`config.mk`:
```
export PLATFORM = sky130hd
export DESIGN_NAME = muldiv_unit
export DESIGN_NICKNAME = d
export VERILOG_FILES = /design/src/rtl/muldiv_unit.sv
export SDC_FILE = /design/constraint.sdc
export NUM_CORES = 1
export LEC_CHECK = 0
export ABC_CLOCK_PERIOD_IN_PS = 3700
export BUFFER_PORTS_ARGS = -buffer_cell sky130_fd_sc_hd__buf_2
export CORE_MARGIN = 8
export CORE_UTILIZATION = 30
export CTS_BUF_LIST = sky130_fd_sc_hd__clkbuf_4 sky130_fd_sc_hd__clkbuf_8
export DETAILED_ROUTE_END_ITERATION = 6
export SYNTH_ARGS = -nofsm -noshare
export SYNTH_HDL_FRONTEND = slang
export SYNTH_SLANG_ARGS = --single-unit
export TNS_END_PERCENT = 50
```
`constraint.sdc`:
```
create_clock -name clk -period 3.7 [get_ports clk]
set_input_delay 0.185 -clock clk [delete_from_list [all_inputs] [get_ports clk]]
set_output_delay 0.185 -clock clk [all_outputs]
set_load 0.02 [all_outputs]
```
`src/rtl/muldiv_unit.sv`:
```
// Multi-cycle MIPS HI/LO multiply/divide unit: radix-2 shift-add multiply and restoring divide,
// one result bit per cycle, with HI/LO ownership and pipeline stall generation.
module muldiv_unit #(
  parameter int unsigned WIDTH = 32
) (
  input  logic             clk,
  input  logic             rst_n,
  input  logic             op_valid,
  input  logic [5:0]       funct,
  input  logic [WIDTH-1:0] rs_val,
  input  logic [WIDTH-1:0] rt_val,
  input  logic             flush,
  output logic             busy,
  output logic             stall,
  output logic             done,
  output logic [WIDTH-1:0] mf_result,
  output logic [WIDTH-1:0] hi,
  output logic [WIDTH-1:0] lo
);

  localparam int unsigned CW = $clog2(WIDTH);

  localparam logic [5:0] FUNC_MFHI  = 6'h10;
  localparam logic [5:0] FUNC_MTHI  = 6'h11;
  localparam logic [5:0] FUNC_MFLO  = 6'h12;
  localparam logic [5:0] FUNC_MTLO  = 6'h13;
  localparam logic [5:0] FUNC_MULT  = 6'h18;
  localparam logic [5:0] FUNC_MULTU = 6'h19;
  localparam logic [5:0] FUNC_DIV   = 6'h1A;
  localparam logic [5:0] FUNC_DIVU  = 6'h1B;

  typedef enum logic [1:0] {StIdle, StRun, StFix} state_e;

  state_e state_q, state_d;

  logic [CW-1:0]      count_q;
  logic               is_div_q;
  logic               neg_res_q;
  logic               neg_rem_q;
  logic               dz_q;
  logic [WIDTH-1:0]   opnd_q;
  logic [2*WIDTH:0]   acc_q;
  logic [WIDTH-1:0]   hi_q, lo_q;
  logic               done_q;

  // ---------------------------------------------------------------------------
  // Decode
  // ---------------------------------------------------------------------------
  logic is_mul_op, is_div_op, is_mf_op, is_mthi, is_mtlo, hilo_class, signed_op;
  logic accept, start;

  always_comb begin
    is_mul_op  = (funct == FUNC_MULT) || (funct == FUNC_MULTU);
    is_div_op  = (funct == FUNC_DIV)  || (funct == FUNC_DIVU);
    is_mf_op   = (funct == FUNC_MFHI) || (funct == FUNC_MFLO);
    is_mthi    = (funct == FUNC_MTHI);
    is_mtlo    = (funct == FUNC_MTLO);
    hilo_class = is_mul_op || is_div_op || is_mf_op || is_mthi || is_mtlo;
    signed_op  = (funct == FUNC_MULT) || (funct == FUNC_DIV);
    accept     = op_valid && !flush && (state_q == StIdle);
    start      = accept && (is_mul_op || is_div_op);
  end

  // Signed forms run on magnitudes; the sign is reapplied in FIX.
  logic             a_neg, b_neg;
  logic [WIDTH-1:0] mag_a, mag_b;

  always_comb begin
    a_neg = signed_op && rs_val[WIDTH-1];
    b_neg = signed_op && rt_val[WIDTH-1];
    mag_a = a_neg ? (~rs_val + 1'b1) : rs_val;
    mag_b = b_neg ? (~rt_val + 1'b1) : rt_val;
  end

  // ---------------------------------------------------------------------------
  // FSM: state register / next state / outputs
  // ---------------------------------------------------------------------------
  always_ff @(posedge clk or negedge rst_n) begin
    if (!rst_n) begin
      state_q <= StIdle;
    end else begin
      state_q <= state_d;
    end
  end

  always_comb begin
    state_d = state_q;
    unique case (state_q)
      StIdle: if (start) state_d = StRun;
      StRun: begin
        if (flush) begin
          state_d = StIdle;
        end else if (count_q == '0) begin
          state_d = StFix;
        end
      end
      StFix:   state_d = StIdle;
      default: state_d = StIdle;
    endcase
  end

  always_comb begin
    busy  = (state_q != StIdle);
    stall = op_valid && hilo_class && busy;
  end

  // ---------------------------------------------------------------------------
  // Iteration step
  // ---------------------------------------------------------------------------
  // Multiply: acc = {carry, partial product high, multiplier/product low}, shifted right.
  // Divide:   acc = {remainder (WIDTH+1), dividend/quotient}, shifted left.
  logic [WIDTH:0]   mul_sum;
  logic [2*WIDTH:0] mul_next;
  logic [2*WIDTH:0] div_shift;
  logic [WIDTH:0]   div_trial;
  logic [2*WIDTH:0] div_next;
  logic [2*WIDTH:0] step_acc;

  always_comb begin
    mul_sum   = {1'b0, acc_q[2*WIDTH-1:WIDTH]} + (acc_q[0] ? {1'b0, opnd_q} : '0);
    mul_next  = {1'b0, mul_sum, acc_q[WIDTH-1:1]};
    div_shift = {acc_q[2*WIDTH-1:0], 1'b0};
    div_trial = div_shift[2*WIDTH:WIDTH] - {1'b0, opnd_q};
    div_next  = div_trial[WIDTH] ? div_shift
                                 : {div_trial, div_shift[WIDTH-1:1], 1'b1};
    step_acc  = is_div_q ? div_next : mul_next;
  end

  // ---------------------------------------------------------------------------
  // Sign correction
  // ---------------------------------------------------------------------------
  logic [WIDTH-1:0]   quo, rem;
  logic [2*WIDTH-1:0] prod, prod_fixed;
  logic [WIDTH-1:0]   fix_hi, fix_lo;

  always_comb begin
    quo        = acc_q[WIDTH-1:0];
    rem        = acc_q[2*WIDTH-1:WIDTH];
    prod       = acc_q[2*WIDTH-1:0];
    prod_fixed = neg_res_q ? (~prod + 1'b1) : prod;
    if (is_div_q) begin
      // Divide by zero leaves an all-ones quotient regardless of operand signs.
      fix_lo = (neg_res_q && !dz_q) ? (~quo + 1'b1) : quo;
      fix_hi = neg_rem_q ? (~rem + 1'b1) : rem;
    end else begin
      fix_lo = prod_fixed[WIDTH-1:0];
      fix_hi = prod_fixed[2*WIDTH-1:WIDTH];
    end
  end

  // ---------------------------------------------------------------------------
  // Datapath and HI/LO registers
  // ---------------------------------------------------------------------------
  always_ff @(posedge clk or negedge rst_n) begin
    if (!rst_n) begin
      count_q   <= '0;
      is_div_q  <= 1'b0;
      neg_res_q <= 1'b0;
      neg_rem_q <= 1'b0;
      dz_q      <= 1'b0;
      opnd_q    <= '0;
      acc_q     <= '0;
      hi_q      <= '0;
      lo_q      <= '0;
      done_q    <= 1'b0;
    end else begin
      done_q <= (state_q == StFix) && !flush;
      unique case (state_q)
        StIdle: begin
          if (start) begin
            count_q   <= CW'(WIDTH - 1);
            is_div_q  <= is_div_op;
            neg_res_q <= a_neg ^ b_neg;
            neg_rem_q <= a_neg;
            dz_q      <= (rt_val == '0);
            if (is_div_op) begin
              opnd_q <= mag_b;
              acc_q  <= {{(WIDTH + 1){1'b0}}, mag_a};
            end else begin
              opnd_q <= mag_a;
              acc_q  <= {{(WIDTH + 1){1'b0}}, mag_b};
            end
          end else if (accept && is_mthi) begin
            hi_q <= rs_val;
          end else if (accept && is_mtlo) begin
            lo_q <= rs_val;
          end
        end
        StRun: begin
          if (!flush) begin
            acc_q   <= step_acc;
            count_q <= count_q - 1'b1;
          end
        end
        StFix: begin
          if (!flush) begin
            hi_q <= fix_hi;
            lo_q <= fix_lo;
          end
        end
        default: ;
      endcase
    end
  end

  always_comb begin
    hi   = hi_q;
    lo   = lo_q;
    done = done_q;
    if (funct == FUNC_MFHI) begin
      mf_result = hi_q;
    end else if (funct == FUNC_MFLO) begin
      mf_result = lo_q;
    end else begin
      mf_result = '0;
    end
  end

endmodule

```
==> results.ini <==
[timing]
final-setup-viol-count = 0
max_slew_headroom = 0.2978
tightest_pin_transition_ns = 1.053
min_period_ns = 3.570
hold_viol_final = 0
finalClockSkew_ns = 0.02316
unrepaired_setup_endpoints_after_global_routing = false
layout_worst_path_cycle_share = 0.9649
worst_hold_slack_ns = 0.04668
fmax_mhz = 280.1
slew_violations = 0

[clocking]
clockRootBuffer = sky130_fd_sc_hd__clkbuf_8
clock_tree.buffer_depth = 2
cts_tree = done
clkTransAtPathRegs_ns = 0.10
clock_sinks = 172
h_tree_levels = 4
numCtsBuffers = 17
worst_skew_pair.late_latency_ns = 0.52

[synthesis]
synth-edff-count = 0
synth_top_family_by_area = compound AO/OA/AOI/OAI gates
postSynth.asyncResetShare = 1.000
syn_inst = 1932
muxShareOfSynthArea = 0.05992
ys_dominant_reg_cell = sky130_fd_sc_hd__dfrtp_1
yosysMostFrequentCell = sky130_fd_sc_hd__nor2_1
netlist_top_cells_count = 225 x sky130_fd_sc_hd__nor2_1, 192 x sky130_fd_sc_hd__nand2_1, 183 x sky130_fd_sc_hd__o21ai_0
synthesized_area_fraction_occupied_by_ao_oa_aoi_and_oai_cells = 0.2520
syn_nets = 2078
yosys.area.top_type_share = 0.2831
post_synth_fa_ha_maj_area_fraction = 0.06025
synth.avg_cell_area_sq_um = 7.869
netlist-cell-type-count = 81
synthDominantAreaCellType = sky130_fd_sc_hd__dfrtp_1
synth-warning-count = 0
netlist_top_cells_area = sky130_fd_sc_hd__dfrtp_1 28%, sky130_fd_sc_hd__o21ai_0 6.0%, sky130_fd_sc_hd__mux2i_1 6.0%
postSynthRegisterBits = 172
mappedNetlistArea_sq_mm = 0.01520
synth-xor-area-share = 0.1002
synth-simple-area-share = 0.1974
yosysSeqAreaShare = 0.2831

[power_and_ir_drop]
power.share.combinational = 0.597
p_leak_nw = 8.059
power.share.sequential = 0.272
intPower_mw = 5.523
worst_ir_drop_on_vdd_mv = 0.3167
power.switching_mw = 5.161
power_density_mw_per_mm2 = 598.9
power.clock.fraction = 0.131
power.share.switching = 0.4831

[cells_and_area]
finalInstanceArea_sq_mm = 0.01784
final_nets = 2263
syn_to_final_growth_pct = 17.34
drive_above_1_share = 0.1672

[place]
hpwlAfterDp_microns = 49250
place_area_sq_mm = 0.01727
globalplace.congestion = 1.010
io_buffers = 172

[drt]
viasPerCell = 5.707
drtAntennaViolNets = 0
routed_wire_length_per_instance_microns = 22.45
remaining_drc_errors = 0
drt-total-wl_microns = 62960
via_count = 16008
detail_route.iter0.violations = 1482
dr.pass1.iters = 5

[worst_hold_path]
timing.hold.worst_endpoint = opnd_q[13]
timing.hold.worst.class = primary input to register
worstHoldStart = rt_val[13]
worstHoldPathCells = 3

[global_routing]
antenna_found_initial = 9
largest_net_degree_at_the_start_of_global_routing = 95
grt_overflow = 0
first_global_vias = 14991
grt_pass1_wl_microns = 94130
track_usage = 0.2101

[floorplan]
io-pin-count = 173
die_y_microns = 241.1
die-area_sq_mm = 0.05813
die_w_microns = 241.1
start_util = 0.3036
row_count = 82
core_region_area_sq_mm = 0.05007

[worst_setup_path]
path_class = register to register
cp_cell_sequence = inv_4 -> buf_6 -> buf_6 -> nor2_1 -> ha_1 -> nand3_1 -> nor2b_1 -> a221o_1 -> o2111a_2 -> o41ai_4 -> o21ai_2 -> nor2b_1 -> or4b_1 -> o211ai_1 -> a311oi_1
cp_max_fo = 10
end_kind = register
timing.critical_path.slowest_stage_cell = sky130_fd_sc_hd__or4b_1
cp_data_required_time_ns = 4.07
worst-r2r-setup-slack_ns = 0.13
crit-reg2reg-launch = acc_q[0]
critical-path-max-stage-delay_ns = 0.48
crit_reg_reg_endpoint = acc_q[63]
reg2regPathDepth = 15
cp-start-kind = register
worst-endpoint-arrival_ns = 3.94

[status]
outcome = completed

[job]
max_cap_viol_count = 0

-- worst max-delay path, delay by kind of cell (launching register included) --
family | cells | cell delay [ns]
and+or+nand+nor | 5 | 0.87
buffers and inverters | 3 | 0.38
AOI/OAI and AO/OA | 6 | 1.38
DFF | 1 | 0.46
adders and majority gates | 1 | 0.33
-- placed cells by master (no fill, tap or decap), types with 68 or more instances in the layout --
cell,netlist,final
sky130_fd_sc_hd__xor2_1,79,79
sky130_fd_sc_hd__nand2_1,192,192
sky130_fd_sc_hd__buf_4,1,98
sky130_fd_sc_hd__mux2i_1,91,91
sky130_fd_sc_hd__ha_1,70,68
sky130_fd_sc_hd__o21ai_0,183,182
sky130_fd_sc_hd__nor2_1,225,222
sky130_fd_sc_hd__buf_2,4,171
sky130_fd_sc_hd__xnor2_1,93,93
sky130_fd_sc_hd__a21oi_1,156,155
sky130_fd_sc_hd__dfrtp_1,172,169
-- logic make-up after synthesis --
family | after synthesis
buffers and inverters | 173
adders and majority gates | 72
AOI/OAI and AO/OA | 605
and+or+nand+nor | 646
muxes | 91
DFF | 172
xor gates and xnor gates | 173
-- layer usage --
metal,part of all wire,track usage,vias up
met5,0.0010,0,-
met4,0.040,0.08789,10
met2,0.44,0.3240,751
met3,0.087,0.04064,110
li1,-,-,7329
met1,0.44,0.2848,7808
-- how the worst max path moves through the flow --
stage                   from        end  depth (start not counted)
floorplan           acc_q[0]  acc_q[63]                         15
detailed placement  acc_q[0]  acc_q[63]                         15
finish              acc_q[0]  acc_q[63]                         15
global placement    acc_q[0]  acc_q[63]                         15
global route        acc_q[0]  acc_q[60]                         15
CTS                 acc_q[0]  acc_q[63]                         15
-- registers in the layout (all words and copies together), names as in the netlist --
| signal | flops |
|---|---|
| neg_rem_q | 1 |
| dz_q | 1 |
| hi | 32 |
| neg_res_q | 1 |
| count_q | 5 |
| lo | 32 |
| opnd_q | 32 |
| is_div_q | 1 |
| acc_q | 64 |
| state_q | 2 |
| done | 1 |
-- layout make-up --
type | instances | area, sq um
Tap cell | 672 | 840.8
Inverter | 57 | 216.5
Clock inverter | 10 | 105.1
Antenna cell | 4 | 10.01
Clock buffer | 21 | 276.5
Multi-Input combinational cell | 1587 | 10300
Timing Repair Buffer | 282 | 1780
Fill cell | 5303 | 32230
Sequential cell | 172 | 4308
-- per-stage QoR --
step | instances | setup slack, ns | power [mW] | setup TNS (ns) | utilization
floorplan | 1932 | 0.09463 | 6.807 | 0 | -
global placement | 2760 | -0.02692 | 8.893 | -0.02692 | 0.3448
detailed placement | 2760 | -0.1071 | 8.964 | -0.1790 | 0.3448
CTS | 2796 | 0.003145 | 10.39 | 0 | 0.3535
global route | 2804 | 0.0008518 | 11.31 | 0 | 0.3562
finish | 2805 | 0.1300 | 10.68 | 0 | 0.3563
-- power by group through the flow --
stage / registers (mW) / logic (mW) / clock network [mW]
6_report: 2.91 / 6.38 / 1.40
3_5_place_dp: 2.92 / 6.04 / 0
2_1_floorplan: 2.90 / 3.91 / 0
5_1_grt: 2.96 / 6.87 / 1.48
3_3_place_gp: 2.91 / 5.98 / 0
4_1_cts: 2.89 / 6.08 / 1.42
-- timing repair --
item / 4_1_cts / 5_1_grt
endpoints found under the hold margin: 95 / 0
setup buffers: 0 / 4
gates resized for setup: 2 / 15
endpoints found under the setup margin: 2 / 18
cloned: 0 / 1
hold buffers: 5 / 0
pin swaps: 0 / 5
(Power assumes the default switching activity.)
